## config.mk

```make
export PLATFORM = sky130hd
export DESIGN_NAME = subbytes_seq_ctrl
export DESIGN_NICKNAME = d
export VERILOG_FILES = /design/src/rtl/subbytes_seq_ctrl.sv
export SDC_FILE = /design/constraint.sdc
export NUM_CORES = 1
export LEC_CHECK = 0
export CORE_ASPECT_RATIO = 0.75
export CORE_MARGIN = 2
export CORE_UTILIZATION = 51
export CTS_CLUSTER_DIAMETER = 120
export DETAILED_ROUTE_END_ITERATION = 8
export GPL_ROUTABILITY_DRIVEN = 0
export GPL_TIMING_DRIVEN = 0
export PLACE_DENSITY_LB_ADDON = 0.12
export SYNTH_ARGS = -nofsm -noshare
export SYNTH_HDL_FRONTEND = slang
export SYNTH_SLANG_ARGS = --single-unit
```

## constraint.sdc

```tcl
create_clock -name clk -period 3.1 [get_ports clk]
set_input_delay 0.31 -clock clk [delete_from_list [all_inputs] [get_ports clk]]
set_output_delay 0.31 -clock clk [all_outputs]
set_load 0.02 [all_outputs]
```

## src/rtl/subbytes_seq_ctrl.sv

```systemverilog
// -----------------------------------------------------------------------------
// subbytes_seq_ctrl
// Iterative AES SubBytes controller. A 128-bit state is accepted on a
// valid/ready handshake, sliced into LENGTH/(LANES*BYTE) chunks, and pushed one
// chunk per cycle through an external, combinational, LANES-wide Sbox bank.
// The substituted chunks are reassembled and presented on a valid/ready
// output. Chunk 0 (least significant bits) is processed first.
//
// Ports
//   clk        rising-edge clock
//   rst_n      asynchronous active-low reset
//   in_valid   input state valid
//   in_ready   controller can accept a state (combinational from FSM/out_ready)
//   in_data    state to substitute, sampled only on the accepting edge
//   out_valid  result valid, held until out_ready
//   out_ready  consumer accepts result
//   out_data   substituted state, meaningful only while out_valid is high
//   sbox_in    chunk presented to the shared Sbox bank (zero outside BUSY)
//   sbox_out   combinational Sbox bank result for sbox_in
//   busy       high while substituting
//   chunk_idx  chunk currently being substituted (zero outside BUSY)
// -----------------------------------------------------------------------------
module subbytes_seq_ctrl #(
  parameter int unsigned BYTE   = 8,
  parameter int unsigned LENGTH = 128,
  parameter int unsigned LANES  = 4,
  parameter int unsigned CNT_W  = 4
) (
  input  logic                    clk,
  input  logic                    rst_n,
  input  logic                    in_valid,
  output logic                    in_ready,
  input  logic [LENGTH-1:0]       in_data,
  output logic                    out_valid,
  input  logic                    out_ready,
  output logic [LENGTH-1:0]       out_data,
  output logic [LANES*BYTE-1:0]   sbox_in,
  input  logic [LANES*BYTE-1:0]   sbox_out,
  output logic                    busy,
  output logic [CNT_W-1:0]        chunk_idx
);

  localparam int unsigned CHUNK_W = LANES * BYTE;
  localparam int unsigned N_CHUNK = LENGTH / CHUNK_W;
  localparam logic [CNT_W-1:0] LAST_CHUNK = CNT_W'(N_CHUNK - 1);

  typedef enum logic [1:0] {
    S_IDLE = 2'd0,
    S_BUSY = 2'd1,
    S_DONE = 2'd2
  } state_e;

  state_e              state_q, state_d;
  logic [CNT_W-1:0]    cnt_q, cnt_d;
  logic [LENGTH-1:0]   state_reg_q, state_reg_d;
  logic [LENGTH-1:0]   result_q, result_d;
  logic                out_valid_q, out_valid_d;
  logic                busy_q, busy_d;

  // State and datapath registers
  always_ff @(posedge clk or negedge rst_n) begin
    if (!rst_n) begin
      state_q     <= S_IDLE;
      cnt_q       <= '0;
      state_reg_q <= '0;
      result_q    <= '0;
      out_valid_q <= 1'b0;
      busy_q      <= 1'b0;
    end else begin
      state_q     <= state_d;
      cnt_q       <= cnt_d;
      state_reg_q <= state_reg_d;
      result_q    <= result_d;
      out_valid_q <= out_valid_d;
      busy_q      <= busy_d;
    end
  end

  // Next-state, datapath update and handshake decode
  always_comb begin
    state_d     = state_q;
    cnt_d       = cnt_q;
    state_reg_d = state_reg_q;
    result_d    = result_q;
    in_ready    = 1'b0;

    unique case (state_q)
      S_IDLE: begin
        in_ready = 1'b1;
        if (in_valid) begin
          state_reg_d = in_data;
          cnt_d       = '0;
          state_d     = S_BUSY;
        end
      end

      S_BUSY: begin
        for (int unsigned k = 0; k < N_CHUNK; k++) begin
          if (cnt_q == CNT_W'(k)) begin
            result_d[k*CHUNK_W +: CHUNK_W] = sbox_out;
          end
        end
        // The counter is parked at zero on leaving so chunk_idx reads 0 outside BUSY.
        if (cnt_q == LAST_CHUNK) begin
          cnt_d   = '0;
          state_d = S_DONE;
        end else begin
          cnt_d = cnt_q + CNT_W'(1);
        end
      end

      S_DONE: begin
        // A pending input may be accepted on the same edge the result leaves.
        in_ready = out_ready;
        if (out_ready) begin
          if (in_valid) begin
            state_reg_d = in_data;
            cnt_d       = '0;
            state_d     = S_BUSY;
          end else begin
            state_d = S_IDLE;
          end
        end
      end

      default: begin
        state_d = S_IDLE;
        cnt_d   = '0;
      end
    endcase

    busy_d      = (state_d == S_BUSY);
    out_valid_d = (state_d == S_DONE);
  end

  // Chunk select toward the Sbox bank; bus is held quiet outside BUSY
  always_comb begin
    sbox_in = '0;
    if (busy_q) begin
      for (int unsigned k = 0; k < N_CHUNK; k++) begin
        if (cnt_q == CNT_W'(k)) begin
          sbox_in = state_reg_q[k*CHUNK_W +: CHUNK_W];
        end
      end
    end
  end

  assign out_valid = out_valid_q;
  assign out_data  = result_q;
  assign busy      = busy_q;
  assign chunk_idx = cnt_q;

endmodule
```

# Word level (Yosys, flattened, before mapping)
# Index checks and enable logic that the tools add are counted.
# word_totals
out_inout_bits	167
inputBits	164
regBits	264
# op_classes
n_eq_ne	8
n_addsub	1
muxes	18
n_reduce_logical	8
# op_table
cell	count
two-way mux 128 bit	2
one-hot mux 128 bit (2 select lines)	1
two-way mux 32 bit	5
two-way mux 4 bit	3
one-hot mux 4 bit (3 select lines)	1
AND reduction 2 bit	5
== test 4 x 2 -> 1 bit, second input constant	2
two-way mux 2 bit	3
one-hot mux 2 bit (3 select lines)	1
adder 4 x 1 -> 4 bit, second input constant	1
== test 2 x 1 -> 1 bit, second input constant	2
== test 2 bit, second input constant	2
== test 4 x 1 -> 1 bit, second input constant	1
logical NOT 4 bit	1
logical NOT 2 bit	1
!= test 2 bit, second input constant	1
one-hot mux 1 bit (2 select lines)	1
nonzero test 2 bit	1
two-way mux 1 bit	1

# Depth between registers and ports, before layout
# logic_depth
ltp_word	6
depth_mapped	8

# Worst setup path before layout
# OpenSTA, ideal clock, no wires.
# synth_path
path_type	flip-flop to output port
startpoint	register cnt_q[1] (netlist: chunk_idx[1])
endpoint	output sbox_in[10]
path_stages_with_launch	9
n_path_buf	3
arrival_time_ns	1.901
setup_slack_ns	0.889
cell_sequence	dfrtp_1 inv_1 ha_1 clkbuf_1 nor2b_1 clkbuf_1 clkbuf_1 a221oi_1 nor2_1
# synth_between
elab_chain_len	6
word_cells_on_any_way	9
cone_classes	eq/ne (3); mux (5); reduce/logical (1)
# synth_lines
item	line_no	rtl
start, declared	54	logic [CNT_W-1:0] cnt_q, cnt_d;
start signal, assigned	71	cnt_q <= cnt_d;
logical NOT 4 bit	141	if (cnt_q == CNT_W'(k)) begin
two-way mux 32 bit (3 in a row)	141	
two-way mux 32 bit *	141	
two-way mux 32 bit *	139	if (busy_q) begin
end, declared	37	output logic [LANES*BYTE-1:0] sbox_in,
# Mark *: on every way between the ends. The rest lies on a longest branch, timed or not.

# Worst setup path after layout
# layout_path
startpoint	register cnt_q[0] (netlist: chunk_idx[0])
endpoint	output sbox_in[22]
# Same word-level chain as after synthesis.

==> summary.txt <==
Worst hold path class: primary input to async pin
Clock sink total: 264
Syn avg cell area: 15.3 sq um
Seq/Total Area, Yosys: 61.3%
Vias: 7399
Worst VDD drop: 720 uV
Critical Path Fanout Max: 10
Nature of the critical path startpoint: flop
Period minus WS final: 2.96 ns
Synth Warn #: 0
Kind of critical path: flop to output pin
Flops & latches, synth: 264
Vias in the first global route: 7725
Max Freq: 0.338 GHz
Clock Path Buffers: 3
P per Cell Area: 1190 nW/um^2
Yosys cell types: 28
Post-Synthesis Cells: 702
First-pass GRT wire length: 44.2 mm
ANT nets after route: 0
CTS Buf Count: 26
Pin count of the biggest net entering global routing: 113
Port Buffers: 330
Run status: complete, no violations
Final hold violation count: 0
Drt pass-1 iters: 4
Fin crit share: 95.3%
Critical Path RT: 2.79 ns
GRT Resource Usage Total: 25.7%
Static Leak: 0.00664 uW
Core Region: 21000 sq um
Post-CTS setup buffers: 0
Die area: 22300 sq um
CP Capture Type: output pin
# placed instances: 1322
Max-cap violation count: 0
Util after Layout: 73.9%
Finish-stage setup viols: 0
Syn_nets: 870
Routed wire length: 28.9 mm
Worst-path clk slew: 0.06 ns
Antenna cell count: 0
RSZ-0062 raised after global routing: true
Worst slew margin: 52.8%
WP data arrival: 2.65 ns
Wire length per cell: 21.2 um
Area delta synth->final: 43.7%
Final cell count without fillers: 1366
Nets: 1230
Die height: 130 um
Ports: 331
Post-synthesis cell area: 10800 sq um
DRC: 0
Setup TNS: 0 ns
Slew @ Worst Pin: 0.708 ns
Worst Skew: 0.0145 ns
Clk_lat worst skew: 0.52 ns
Starting Density: 51.4%
Remaining global-route overflow: 0
DIE WIDTH: 172 um
Proportion of layout cells with a drive suffix above 1: 32.0%
Clock root buffer master: clkbuf_16
Std cell rows: 46
Initial antenna violation count: 1
TritonCTS clock tree: done
Vias/cell: 5.42
DP HPWL: 20.2 mm
H-Tree Depth: 1
Initial drt markers: 318
Max-slew violations: 0
## critical path: stages (launching register included)
cell and delay, ns:
dfrtp_2 0.43, inv_1 0.08, ha_1 0.23, or2_2 0.28, clkbuf_1 0.17, buf_2 0.24, a221oi_1 0.26, nor2_1 0.10
dlygate4sd2_1 0.33
## state kept, by name, indices dropped and copies added, names as in the netlist
register and cells:
state_q 2, out_valid 1, out_data 128, state_reg_q 128, busy 1, chunk_idx 4
## kinds of logic (layout without fill, tap and decap cells)
| family | count (synthesis) | after routing | share of synthesized area [%] |
|---|---|---|---|
| AO/OA/AOI/OAI | 74 | 74 | 5.85 |
| XOR/XNOR | 1 | 1 | 0.0813 |
| adder cells (fa/ha/maj) | 4 | 4 | 0.464 |
| buffers and inverters | 52 | 428 | 2.22 |
| flip-flops | 264 | 264 | 61.3 |
| multiplexers | 256 | 256 | 27.7 |
| AND/OR/NAND/NOR | 51 | 51 | 2.35 |
## final timing paths
path	start	to	slack [ns]	cells after the start
min in group clk	in_data[85]	state_reg_q[85]	0.39	2
hold reg to reg	out_data[58]	out_data[58]	0.50	1
setup / recovery	chunk_idx[0]	sbox_in[22]	0.14	8
hold / removal	rst_n	state_reg_q[70]	0.33	2
max in group asynchronous	rst_n	out_data[9]	1.83	3
setup reg to reg	state_q[1]	state_reg_q[89]	0.88	5
## cell usage in the layout, fill, tap and decap left out, types with 13 or more instances in the layout
cell             instances
mux2_4                  28
clkdlybuf4s50_1        299
buf_2                   13
mux2_2                 228
nor2_1                  34
dfrtp_1                263
o221ai_1                32
dlygate4sd2_1           26
a221oi_1                24
clkbuf_16               27
## layer usage
layer | global-route usage, % | share of wire [%] | vias up
met5 | 0 | 0.031 | -
met4 | 6.72 | 2.7 | 2
met3 | 6.16 | 6.7 | 54
met2 | 40.9 | 47 | 237
met1 | 36.0 | 44 | 3779
li1 | - | - | 3327
## cell usage after synthesis
master | count | share of area, %
nor2_1 | 34 | 1.2
mux2_2 | 228 | 24
nand2b_1 | 3 | 0.17
buf_1 | 9 | 0.31
buf_2 | 11 | 0.51
a21oi_1 | 1 | 0.046
o21ai_0 | 3 | 0.14
mux2_4 | 28 | 3.9
or2_2 | 1 | 0.058
o221ai_1 | 32 | 2.6
nor4b_2 | 1 | 0.14
a22o_1 | 4 | 0.33
nand3b_1 | 1 | 0.070
buf_6 | 4 | 0.42
inv_1 | 3 | 0.10
nand3_1 | 1 | 0.046
nor3b_1 | 1 | 0.070
a21o_1 | 2 | 0.14
xnor2_1 | 1 | 0.081
clkbuf_1 | 25 | 0.87
a221oi_1 | 32 | 2.6
nor3b_2 | 1 | 0.12
or3b_1 | 1 | 0.081
dfrtp_1 | 264 | 61
nand2_1 | 3 | 0.10
ha_1 | 4 | 0.46
nor2b_1 | 3 | 0.17
nand2b_4 | 1 | 0.13
## power breakdown
group	switching (uW)	internal, uW
Clock	1290	2000
Sequential	958	5230
Combinational	4370	4640
## what timing repair did
item	CTS	global route
hold buffers	1	0
setup endpoints to repair	31	17
endpoints found under the hold margin	63	0
resized for setup	58	13
## area by class of cell
class	instances	area, sq um
flip-flops and latches	264	6610
fillers	1433	5470
multi-input cells	386	3990
repair buffers	333	3350
clock buffers	40	795
well taps	288	360
plain buffers	48	280
clock inverters	4	95.1
inverters	3	11.3
## per-stage QoR
| stage | total power [uW] | hold slack [ns] | area [sq um] | setup WS, ns |
|---|---|---|---|---|
| floorplan | 11300 | 0.0144 | 10800 | 0.889 |
| global placement | 15000 | 0.486 | 14400 | -9.73 |
| detailed placement | 15200 | 0.298 | 14500 | 0.0838 |
| CTS | 18500 | 0.347 | 15400 | -0.0702 |
| global route | 19400 | 0.371 | 15500 | -0.00792 |
| finish | 18500 | 0.325 | 15500 | 0.145 |
No activity file was read; power rests on OpenSTA's default activity.
